[src/rtl/ide_sector_xfer.sv]
`default_nettype none
// +----------------------------------------------------------------------+
// | ide_sector_xfer : single-sector ATA PIO read/write sequencer driving  |
// | the IDE bus-cycle engine. Optional macro: IDE_SECTOR_XFER_TIMEOUT_EN  |
// | Revision: 1.0                                                        |
// +----------------------------------------------------------------------+
module ide_sector_xfer #(
  parameter logic [23:0] POLL_LIMIT = 24'd5000000,
  parameter logic [8:0]  WORDS      = 9'd256
) (
  input  logic        clk,
  input  logic        reset,
  input  logic        start,
  input  logic        cmd_write,
  input  logic [27:0] lba,
  output logic        busy,
  output logic        done,
  output logic        error,
  output logic [7:0]  err_status,
  output logic        ata_rd,
  output logic        ata_wr,
  output logic [4:0]  ata_addr,
  output logic [15:0] ata_out,
  input  logic [15:0] ata_in,
  input  logic        ata_done,
  output logic [7:0]  buf_addr,
  output logic        buf_wr,
  output logic [15:0] buf_wdata,
  input  logic [15:0] buf_rdata
);

  localparam logic [4:0] c_reg_data   = 5'h10;
  localparam logic [4:0] c_reg_seccnt = 5'h12;
  localparam logic [4:0] c_reg_lba0   = 5'h13;
  localparam logic [4:0] c_reg_lba1   = 5'h14;
  localparam logic [4:0] c_reg_lba2   = 5'h15;
  localparam logic [4:0] c_reg_dev    = 5'h16;
  localparam logic [4:0] c_reg_status = 5'h17;

  typedef enum logic [3:0] {
    S_IDLE, S_WAIT_RDY, S_SET_CNT, S_SET_LBA0, S_SET_LBA1, S_SET_LBA2,
    S_SET_DEV, S_SET_CMD, S_WAIT_DRQ, S_XFER, S_WAIT_END, S_DONE, S_FAIL
  } state_t;

  state_t      state_q, state_d;
  logic        cmd_write_q, cmd_write_d;
  logic [27:0] lba_q, lba_d;
  logic        busy_q, busy_d, done_q, done_d, error_q, error_d;
  logic [7:0]  err_status_q, err_status_d;
  logic        ata_rd_q, ata_rd_d, ata_wr_q, ata_wr_d;
  logic [4:0]  ata_addr_q, ata_addr_d;
  logic [15:0] ata_out_q, ata_out_d;
  logic [7:0]  buf_addr_q, buf_addr_d;
  logic        buf_wr_q, buf_wr_d;
  logic [15:0] buf_wdata_q, buf_wdata_d;
  logic [8:0]  count_q, count_d;
  logic [1:0]  gap_q, gap_d, fetch_q, fetch_d;

  logic        issue_rd, issue_wr, finish_ok, finish_err;
  logic [4:0]  issue_addr;
  logic [15:0] issue_data;
  logic [7:0]  fail_status, status;
  logic        op_q, op_done, can_issue, in_poll;

  assign status    = ata_in[7:0];
  assign op_q      = ata_rd_q | ata_wr_q;
  assign op_done   = op_q & ata_done;
  // gap_q==1 means the second idle cycle is in progress: the next op may go out on this edge
  assign can_issue = !op_q && (gap_q <= 2'd1);
  assign in_poll   = (state_q == S_WAIT_RDY) || (state_q == S_WAIT_DRQ) || (state_q == S_WAIT_END);

`ifdef IDE_SECTOR_XFER_TIMEOUT_EN
  logic [23:0] poll_q, poll_d;
  always_comb poll_d = (state_d != state_q || !in_poll) ? 24'd0 : poll_q + 24'd1;
  always_ff @(posedge clk or posedge reset) begin
    if (reset) poll_q <= 24'd0;
    else       poll_q <= poll_d;
  end
`else
  logic unused_poll;
  assign unused_poll = ^POLL_LIMIT ^ in_poll;
`endif

  always_comb begin
    state_d      = state_q;
    cmd_write_d  = cmd_write_q;
    lba_d        = lba_q;
    busy_d       = busy_q;
    done_d       = 1'b0;
    error_d      = 1'b0;
    err_status_d = err_status_q;
    ata_rd_d     = ata_rd_q;
    ata_wr_d     = ata_wr_q;
    ata_addr_d   = ata_addr_q;
    ata_out_d    = ata_out_q;
    buf_addr_d   = buf_addr_q;
    buf_wr_d     = 1'b0;
    buf_wdata_d  = buf_wdata_q;
    count_d      = count_q;
    fetch_d      = fetch_q;
    gap_d        = (gap_q != 2'd0) ? gap_q - 2'd1 : 2'd0;
    issue_rd     = 1'b0;
    issue_wr     = 1'b0;
    issue_addr   = c_reg_status;
    issue_data   = 16'h0000;
    finish_ok    = 1'b0;
    finish_err   = 1'b0;
    fail_status  = status;

    if (op_done) begin
      ata_rd_d = 1'b0;
      ata_wr_d = 1'b0;
      gap_d    = 2'd2;
    end

    unique case (state_q)
      S_IDLE: begin
        if (start) begin
          cmd_write_d = cmd_write;
          lba_d       = lba;
          busy_d      = 1'b1;
          state_d     = S_WAIT_RDY;
        end
      end
      S_WAIT_RDY: begin
        issue_rd = can_issue;
        if (op_done && !status[7] && status[6]) state_d = S_SET_CNT;
      end
      S_SET_CNT: begin
        issue_wr = can_issue; issue_addr = c_reg_seccnt; issue_data = 16'h0001;
        if (op_done) state_d = S_SET_LBA0;
      end
      S_SET_LBA0: begin
        issue_wr = can_issue; issue_addr = c_reg_lba0; issue_data = {8'h00, lba_q[7:0]};
        if (op_done) state_d = S_SET_LBA1;
      end
      S_SET_LBA1: begin
        issue_wr = can_issue; issue_addr = c_reg_lba1; issue_data = {8'h00, lba_q[15:8]};
        if (op_done) state_d = S_SET_LBA2;
      end
      S_SET_LBA2: begin
        issue_wr = can_issue; issue_addr = c_reg_lba2; issue_data = {8'h00, lba_q[23:16]};
        if (op_done) state_d = S_SET_DEV;
      end
      S_SET_DEV: begin
        issue_wr = can_issue; issue_addr = c_reg_dev; issue_data = {8'h00, 4'hE, lba_q[27:24]};
        if (op_done) state_d = S_SET_CMD;
      end
      S_SET_CMD: begin
        issue_wr = can_issue; issue_addr = c_reg_status;
        issue_data = cmd_write_q ? 16'h0030 : 16'h0020;
        if (op_done) state_d = S_WAIT_DRQ;
      end
      S_WAIT_DRQ: begin
        issue_rd = can_issue;
        if (op_done && !status[7]) begin
          if (status[0]) begin
            finish_err = 1'b1;
          end else if (status[3]) begin
            state_d = S_XFER;
            count_d = 9'd0;
            fetch_d = 2'd0;
          end
        end
      end
      S_XFER: begin
        issue_addr = c_reg_data;
        if (cmd_write_q) begin
          // buffer word is addressed, waited on for its read latency, then sent
          if (can_issue) begin
            case (fetch_q)
              2'd0:    begin buf_addr_d = count_q[7:0]; fetch_d = 2'd1; end
              2'd1:    fetch_d = 2'd2;
              default: begin issue_wr = 1'b1; issue_data = buf_rdata; fetch_d = 2'd0; end
            endcase
          end
        end else begin
          issue_rd = can_issue;
          if (op_done) begin
            buf_wr_d    = 1'b1;
            buf_addr_d  = count_q[7:0];
            buf_wdata_d = ata_in;
          end
        end
        if (op_done) begin
          if (count_q == WORDS - 9'd1) state_d = S_WAIT_END;
          else                         count_d = count_q + 9'd1;
        end
      end
      S_WAIT_END: begin
        issue_rd = can_issue;
        if (op_done && !status[7]) begin
          if (status[0]) finish_err = 1'b1;
          else           finish_ok  = 1'b1;
        end
      end
      S_DONE, S_FAIL: state_d = S_IDLE;
      default:        state_d = S_IDLE;
    endcase

    if (issue_rd || issue_wr) begin
      ata_rd_d   = issue_rd;
      ata_wr_d   = issue_wr;
      ata_addr_d = issue_addr;
      if (issue_wr) ata_out_d = issue_data;
    end

`ifdef IDE_SECTOR_XFER_TIMEOUT_EN
    if (in_poll && poll_q == POLL_LIMIT - 24'd1) begin
      finish_err  = 1'b1;
      fail_status = 8'hFF;
      ata_rd_d    = 1'b0;
      ata_wr_d    = 1'b0;
      gap_d       = 2'd2;
    end
`endif

    if (finish_err) begin
      state_d      = S_FAIL;
      error_d      = 1'b1;
      busy_d       = 1'b0;
      err_status_d = fail_status;
    end else if (finish_ok) begin
      state_d = S_DONE;
      done_d  = 1'b1;
      busy_d  = 1'b0;
    end
  end

  always_ff @(posedge clk or posedge reset) begin
    if (reset) begin
      state_q      <= S_IDLE;
      cmd_write_q  <= 1'b0;
      lba_q        <= 28'd0;
      busy_q       <= 1'b0;
      done_q       <= 1'b0;
      error_q      <= 1'b0;
      err_status_q <= 8'h00;
      ata_rd_q     <= 1'b0;
      ata_wr_q     <= 1'b0;
      ata_addr_q   <= 5'd0;
      ata_out_q    <= 16'h0000;
      buf_addr_q   <= 8'h00;
      buf_wr_q     <= 1'b0;
      buf_wdata_q  <= 16'h0000;
      count_q      <= 9'd0;
      gap_q        <= 2'd0;
      fetch_q      <= 2'd0;
    end else begin
      state_q      <= state_d;
      cmd_write_q  <= cmd_write_d;
      lba_q        <= lba_d;
      busy_q       <= busy_d;
      done_q       <= done_d;
      error_q      <= error_d;
      err_status_q <= err_status_d;
      ata_rd_q     <= ata_rd_d;
      ata_wr_q     <= ata_wr_d;
      ata_addr_q   <= ata_addr_d;
      ata_out_q    <= ata_out_d;
      buf_addr_q   <= buf_addr_d;
      buf_wr_q     <= buf_wr_d;
      buf_wdata_q  <= buf_wdata_d;
      count_q      <= count_d;
      gap_q        <= gap_d;
      fetch_q      <= fetch_d;
    end
  end

  assign busy       = busy_q;
  assign done       = done_q;
  assign error      = error_q;
  assign err_status = err_status_q;
  assign ata_rd     = ata_rd_q;
  assign ata_wr     = ata_wr_q;
  assign ata_addr   = ata_addr_q;
  assign ata_out    = ata_out_q;
  assign buf_addr   = buf_addr_q;
  assign buf_wr     = buf_wr_q;
  assign buf_wdata  = buf_wdata_q;

endmodule
`default_nettype wire
[config.mk]
export PLATFORM = sky130hd
export DESIGN_NAME = ide_sector_xfer
export DESIGN_NICKNAME = d
export VERILOG_FILES = /design/src/rtl/ide_sector_xfer.sv
export SDC_FILE = /design/constraint.sdc
export NUM_CORES = 1
export LEC_CHECK = 0
export BUFFER_PORTS_ARGS = -buffer_cell sky130_fd_sc_hd__buf_2
export CAP_MARGIN = 30
export CORE_AREA = 5 5 123 125
export DETAILED_ROUTE_END_ITERATION = 12
export DIE_AREA = 0 0 128 130
export GPL_TIMING_DRIVEN = 0
export HOLD_SLACK_MARGIN = 0.08
export MAX_ROUTING_LAYER = met4
export PLACE_DENSITY = 0.68
export SLEW_MARGIN = 40
export SYNTH_ARGS = -nofsm -noshare
export SYNTH_HDL_FRONTEND = slang
export SYNTH_SLANG_ARGS = --single-unit
[constraint.sdc]
create_clock -name clk -period 4 [get_ports clk]
set_input_delay 0.8 -clock clk [delete_from_list [all_inputs] [get_ports clk]]
set_output_delay 0.8 -clock clk [all_outputs]
set_load 0.005 [all_outputs]
---- Word-level counts from Yosys, hierarchy flattened ----
Index checks and enable logic that the tools add are counted.
operators by class
  add/subtract/negate cells ............... 2
  order comparisons ....................... 1
  equality and inequality tests ........... 35
  muxes and demuxes ....................... 66
  bitwise logic cells ..................... 3
  reductions and logical operators ........ 26
operators by type and width
  operator                                        count
  one-hot mux 16 bit (7 select lines)             1
  2-to-1 mux 4 bit                                15
  2-to-1 mux 16 bit                               3
  2-to-1 mux 9 bit                                5
  != test 4 bit (second input constant)           11
  one-hot mux 4 bit (11 select lines)             1
  2-to-1 mux 8 bit                                4
  2-to-1 mux 1 bit                                23
  one-hot mux 3 bit (6 select lines)              1
  one-hot mux 9 bit (2 select lines)              1
  == test 4 x 3 -> 1 bit (second input constant)  4
  2-to-1 mux 2 bit                                7
  AND reduction 14 bit                            1
  == test 4 bit (second input constant)           3
  != test 2 bit (second input constant)           6
  AND reduction 6 bit                             2
  adder 9 x 1 -> 9 bit (second input constant)    1
  == test 9 x 8 -> 1 bit (second input constant)  1
  == test 4 x 2 -> 1 bit (second input constant)  2
  != test 4 x 3 -> 1 bit (second input constant)  2
  one-hot mux 2 bit (2 select lines)              2
  nonzero test 2 bit                              4
  != test 2 x 1 -> 1 bit (second input constant)  3
  AND reduction 2 bit                             3
  other kinds (21)                                27
storage, ports and cells
  bits in registers ....................... 105
  bits of input ports ..................... 65
  output and inout port bits .............. 59
  word-level logic and storage cells ...... 150

---- Longest topological paths before layout ----
Gate-level depths: netlist of run 1.
  word-level depth ........................ 8
  gate-level depth with buffers ........... 10

---- Least setup slack after synthesis of run 1 ----
Ideal clock, no wire load.
  path kind ............................... reg-to-reg
  start ................................... register count_q[0]
  end ..................................... register state_q[2]
  setup time .............................. 0.094 ns
  arrival ................................. 2.035 ns
  data required time ...................... 3.906 ns
  setup slack ............................. 1.872 ns
  cell stages (with the launch flop) ...... 11
  period minus slack after synthesis ...... 2.128 ns
  path through ............................ dfrtp_1 ha_1 nand3_1 nor2_1 and3_1 ha_1 and3b_1 o21ai_1 o311ai_1 or2_0 a211oi_1
between the ends
  longest elaborated chain between the ends .. 3
RTL lines
  what                                   RTL line  text
  start: declaration                     56        logic [8:0] count_q, count_d;
  start signal: assignment               264       count_q <= count_d;
  == test 9 x 8 -> 1 bit                 186       if (count_q == WORDS - 9'd1) state_d = S_WAIT_END;
  != test 4 bit (no source line)         n/a
  AND reduction 14 bit (no source line)  n/a
  end signal: assignment                 250       state_q <= state_d;
  end: declaration                       45        state_t state_q, state_d;
Every way passes these cells.
A chain may end at the register's enable or synchronous reset.

---- Worst setup path after layout of run 1 ----
Same ends and word-level chain as after synthesis.

==> reports/qor.yml, run 1 <==
finalCritPeriodShare_pct: 62.90
rsz0062_at_grt: "false"
holdWs_ps: 412.6
yosysTopAreaCell: "dfrtp_1"
io_pins: 124
critPathLaunchType: "register"
die_area_um2: 16640
r2r-end: "state_q[2]$_DFFE_PP0P_"
place.detailed.hpwl_um: 9122
avgSynthCellArea_um2: 11.92
synth_commonest_cells: "dfrtp_1 (104), mux2_2 (65), nand2_1 (27)"
reg2reg_setup_slack_ps: 1480
crit_chain: "ha_1 -> nand3_1 -> nor2_1 -> and3_1 -> ha_1 -> and3b_1 -> o21ai_1 -> o311ai_1 -> or2_0 -> a211oi_1"
grt-ovfl-total: 0
synth.most_common_cell: "dfrtp_1"
setup_violations: 0
hold_buffers: 0
slowest_delay_ps: 420
first_pass_iters: 4
worstSetupEndpointType: "register"
grt_pass1_vias: 3708
p_per_area_nw_per_um2: 630.9
clk_pin_slew_ps: 70
fmax_ghz: 0.3975
vias: 3612
ys.flop_type: "dfrtp_1"
peakVddDrop_mv: 0.2439
post-route-cell-area_um2: 5977
cp_num_buf_inv: 0
cts_resized: 0
r2r_start: "count_q[0]$_DFFE_PP0P_"
hold_violations: 0
syn_inst: 400
drive_above_1_share_pct: 44.05
fin_skew_ps: 6.521
total_power_mw: 3.771
globalplace.congestion: 0.8742
async_flop_share_pct: 100.0
relSlewSlack_pct: 59.67
antennaDiodeCount: 0
wl_um: 12190
start_util_pct: 34.63
min_period_ps: 2516
layout.nets: 600
drc: 0
status: "completed"
syn_nets: 467
ff2ff_path_depth: 10
fp.dieW_um: 128
grt_pass1_wl_um: 19560
worst-setup-path-type: "register to register"
path_max_fanout: 5
multi_input_area_um2: 1987
p_leak_nw: 2.967
critical_path_required_ps: 4250
synthToLayoutAreaGrowth_pct: 25.31
drtIter0Drc: 251
cts_tree: "yes"
final_util_pct: 43.40
placed_area_um2: 5635
synthesis.area_um2: 4770
postRouteAntennaNets: 0
worst_path_most_repeated_cell: "ha_1"
gr-usage-all-layers_pct: 15.61
maxCapViolCount: 0
post_cts_buffers: 0
cts_made_buffers: 9
synthDistinctLibCells: 59
hold_class: "input port to asynchronous set/reset pin"
ys_seq_area_share_pct: 54.56
synth_warnings: 0
yosys_register_bits: 104
tightestPinTransition_ps: 595.6
synth_edf_count: 0
ys_top_cells_by_area: "dfrtp_1 (55%), mux2_2 (15%), o21ai_0 (2.6%), nand2_1 (2.1%), a22o_1 (1.7%)"
ff_latch_area_um2: 2603
cts_root_buffer: "clkbuf_16"
yosys.area.top_type_share_pct: 54.56
critPathTopFamily: "simple AND/OR/NAND/NOR gates"
grt_max_degree: 71
io_buffers: 121
routedWlPerCell_um: 16.97
cts.sinks: 104
cp.arrival_ps: 2770
worstSkewPairLatency_ps: 350
critical-path-slowest-cell: "dfrtp_1"
vias_per_cell: 5.031
fillers: 1353
htreeDepth: 3
fp-row-count: 43
fp.dieH_um: 130
finalMaxSlewViolations: 0
antenna_found_initial: 0
core_area_um2: 13770
clock_path_buffers: 2
-- worst max-delay path by stage --
| stage | slack (ps) | start | depth (start not counted) | endpoint |
|---|---|---|---|---|
| 2_1_floorplan | 470 | reset | 1 | ata_addr[0]$_DFFE_PP0P_ |
| 3_3_place_gp | -650 | reset | 2 | lba_q[11]$_DFFE_PP0P_ |
| 3_5_place_dp | 1590 | count_q[0]$_DFFE_PP0P_ | 10 | count_q[2]$_DFFE_PP0P_ |
| 4_1_cts | 1550 | count_q[0]$_DFFE_PP0P_ | 10 | state_q[2]$_DFFE_PP0P_ |
| 5_1_grt | 1260 | count_q[0]$_DFFE_PP0P_ | 10 | count_q[3]$_DFFE_PP0P_ |
| 6_report | 1480 | count_q[0]$_DFFE_PP0P_ | 10 | state_q[2]$_DFFE_PP0P_ |
-- per-layer routing --
layer / global-route usage (%) / wire (um) / share of wire (%)
met3: 3.684 / 785 / 6.4
met5: - / 0 / 0
met2: 25.26 / 6046 / 50
met1: 19.30 / 5154 / 42
met4: 5.368 / 200 / 1.6
-- registers in the layout, summed over array words and instances, names as in the netlist --
signal and cells:
buf_wr 1, ata_rd 1, buf_addr 8, ata_out 16, err_status 8, gap_q 2, error 1, lba_q 28
count_q 9, busy 1, fetch_q 2, ata_addr 4, state_q 4, ata_wr 1, done 1, cmd_write_q 1
buf_wdata 16
-- layout by cell type (no fill, tap or decap), types with 9 or more instances in the layout --
cell / n
a21oi_1: 13
a22o_1: 9
buf_2: 133
clkbuf_16: 9
dfrtp_1: 104
mux2_2: 65
nand2_1: 27
nor2_1: 21
nor2b_1: 9
o21ai_0: 25
-- cells by family after synthesis --
family | after synthesis | share of synthesized area, %
buffers and inverters | 34 | 3.777
AND/OR/NAND/NOR | 97 | 11.46
other | 1 | 0.07862
AO/OA/AOI/OAI | 89 | 12.51
flip-flops | 104 | 54.56
adder cells (fa/ha/maj) | 2 | 0.5246
multiplexers | 73 | 17.08
-- report_power, final --
| part | switching [mW] | internal [mW] | leakage [nW] |
|---|---|---|---|
| Combinational | 0.686 | 0.609 | 1.46 |
| Sequential | 0.165 | 1.33 | 1.35 |
| Clock | 0.380 | 0.599 | 0.161 |
| Total | 1.23 | 2.54 | 2.97 |
-- through the flow --
step,TNS (ps),cells,setup WS (ps)
after floorplan,0,400,467.8
after global placement,-66740,701,-651.6
after detailed placement,0,702,1594
after CTS,0,718,1551
after global routing,0,718,1264
final,0,718,1484
-- layout make-up --
| cell class | count | share of cell area [%] |
|---|---|---|
| flip-flops and latches | 104 | 43.54 |
| repair buffers | 122 | 10.59 |
| clock inverters | 4 | 1.256 |
| clock buffers | 12 | 4.459 |
| inverters | 10 | 0.7536 |
| well taps | 180 | 3.768 |
| multi-input cells | 262 | 33.24 |
| plain buffers | 24 | 2.386 |
No activity file was read; power rests on OpenSTA's default activity.
==> run 2: changes to the inputs <==
Settings changed: PLACE_DENSITY 0.68 to 0.7.
Clock period 4 ns to 2.3 ns, I/O delays scaled along.
==> run 2 against run 1 <==
  * Worst hold slack lost 300 ps
  * Combinational power is 81% higher
  * Critical endpoint unchanged
  * Largest power group unchanged
  * Non-clock buffer count rose by 6
  * Highest routed layer unchanged
  * Global-route usage grew 0.61 points
==> reports/qor.yml, run 2 (synthesis gave the netlist of run 1 again) <==
setup_violations: 0  # unchanged
antenna_found_initial: 0  # unchanged
finalMaxSlewViolations: 0  # unchanged
gr-usage-all-layers_pct: 16.22  # +0.61 points
fp-row-count: 43  # unchanged
critical_path_required_ps: 2570  # -1680 ps
start_util_pct: 34.63  # unchanged
htreeDepth: 3  # unchanged
top_register: "lba_q"
routedWlPerCell_um: 17.73  # +4.5%
final_cell_mix: "buf_2 (133), dfrtp_1 (104), mux2_2 (65)"
postRouteAntennaNets: 0  # unchanged
clk_pin_slew_ps: 70  # about the same
path_max_fanout: 4  # -1
post-route-cell-area_um2: 6105  # +2.1%
fp.dieW_um: 128  # unchanged
hold_class: "input port to asynchronous set/reset pin"
grt_pass1_wl_um: 20470  # +4.6%
place_inst: 705  # +0.43%
core_area_um2: 13770  # unchanged
maxCapViolCount: 0  # unchanged
layout.nets: 606  # +1.0%
grt_pass1_vias: 3954  # +6.6%
placed_area_um2: 5707  # +1.3%
drc: 0  # unchanged
final_util_pct: 44.32  # +0.93 points
multi_input_area_um2: 2066  # +4.0%
place.detailed.hpwl_um: 9650  # +5.8%
ff_latch_area_um2: 2603  # unchanged
worstSkewPairLatency_ps: 350  # about the same
worst-setup-path-type: "register to register"
clock_path_buffers: 2  # unchanged
drive_above_1_share_pct: 46.49  # +2.4 points
grt-ovfl-total: 0  # unchanged
worst_slack_ps: 89.45  # -1395 ps
globalplace.congestion: 0.8290  # -5.2%
cts_tree: "yes"
cts_made_buffers: 9  # unchanged
fp.dieH_um: 130  # unchanged
cts.sinks: 104  # unchanged
fmax_ghz: 0.4524  # +14%
min_period_ps: 2211  # -305.3 ps
peakVddDrop_mv: 0.6921  # +180%
synthToLayoutAreaGrowth_pct: 27.99
post-place-ws_ps: -110.1  # -1704 ps
die_area_um2: 16640  # unchanged
cts_root_buffer: "clkbuf_16"
finalSetupTns_ps: 0  # unchanged
fin_cells: 722  # +0.56%
relSlewSlack_pct: 63.41  # +3.7 points
status: "completed"
tightestPinTransition_ps: 547.1  # -48.49 ps
wl_um: 12800  # +5.0%
finalCritPeriodShare_pct: 96.11  # +33 points
p_per_area_nw_per_um2: 1065  # +69%
vias_per_cell: 5.158  # +2.5%
fillers: 1310  # -3.2%
antennaDiodeCount: 0  # unchanged
worstSetupEndpointType: "register"
hold_violations: 0  # unchanged
cp.arrival_ps: 2490  # -280 ps
holdWs_ps: 113.0  # -299.6 ps
io_buffers: 121  # unchanged
first_pass_iters: 4  # unchanged
io_pins: 124  # unchanged
vias: 3724  # +3.1%
critPathLaunchType: "register"
largest_register_ffs: 28  # unchanged
grt_max_degree: 28  # -61%
drtIter0Drc: 279  # +11%
p_leak_nw: 3.000  # +1.1%
fin_skew_ps: 9.570  # +3.049 ps
final_common_cell: "buf_2"
total_power_mw: 6.504  # +72%
==> run 2: path summary, 6_finish.rpt <==
path	from	to	slack [ps]	cells past startpoint
min in group clk	buf_rdata[13]	ata_out[13]$_DFFE_PP0P_	320	2
min reg2reg	gap_q[0]$_DFF_PP0_	gap_q[0]$_DFF_PP0_	430	1
max	count_q[0]$_DFFE_PP0P_	state_q[2]$_DFFE_PP0P_	90	10
min	reset	lba_q[22]$_DFFE_PP0P_	110	2
max reg2reg	count_q[0]$_DFFE_PP0P_	state_q[2]$_DFFE_PP0P_	90	10
max in group asynchronous	reset	buf_wdata[4]$_DFFE_PP0P_	1370	5
==> run 2: layer usage <==
layer | wire length [um] | global-route usage [%] | vias to the layer above
met5 | 0 | - | -
met4 | 150 | 4.057 | 0
met3 | 934 | 4.585 | 9
met2 | 6476 | 27.02 | 129
met1 | 5239 | 19.56 | 1867
li1 | - | - | 1719
==> run 2: timing repair <==
action                     in CTS  in global routing
buffers inserted                2                  1
pin swaps                       1                  1
hold buffers                    0                  0
gates resized for setup         5                 11
setup endpoints to repair      11                  8
cloned                          0                  0
==> run 2: power by group <==
group,switching (mW),internal [mW],total [mW],leakage (nW)
combinational,1.24,1.11,2.35,1.51
sequential,0.293,2.32,2.61,1.35
clock,0.657,0.889,1.55,0.143
==> run 2: area by class of cell <==
| cell class | count | share of cell area, % |
|---|---|---|
| multi-input combinational | 262 | 33.84 |
| tap | 180 | 3.689 |
| sequential | 104 | 42.63 |
| clock inverter | 3 | 0.6969 |
| clock buffer | 11 | 4.140 |
| timing repair buffer | 128 | 11.97 |
| buffer | 24 | 2.357 |
| inverter | 10 | 0.6764 |
==> run 2: worst max-delay path: stages, from the launching register on <==
cell and delay, ps:
dfrtp_1 410, ha_4 170, nand3_2 110, nor2_4 140
and3_4 200, ha_4 150, and3b_1 190, o21ai_2 180
o311ai_4 140, or2_1 270, a211oi_2 170
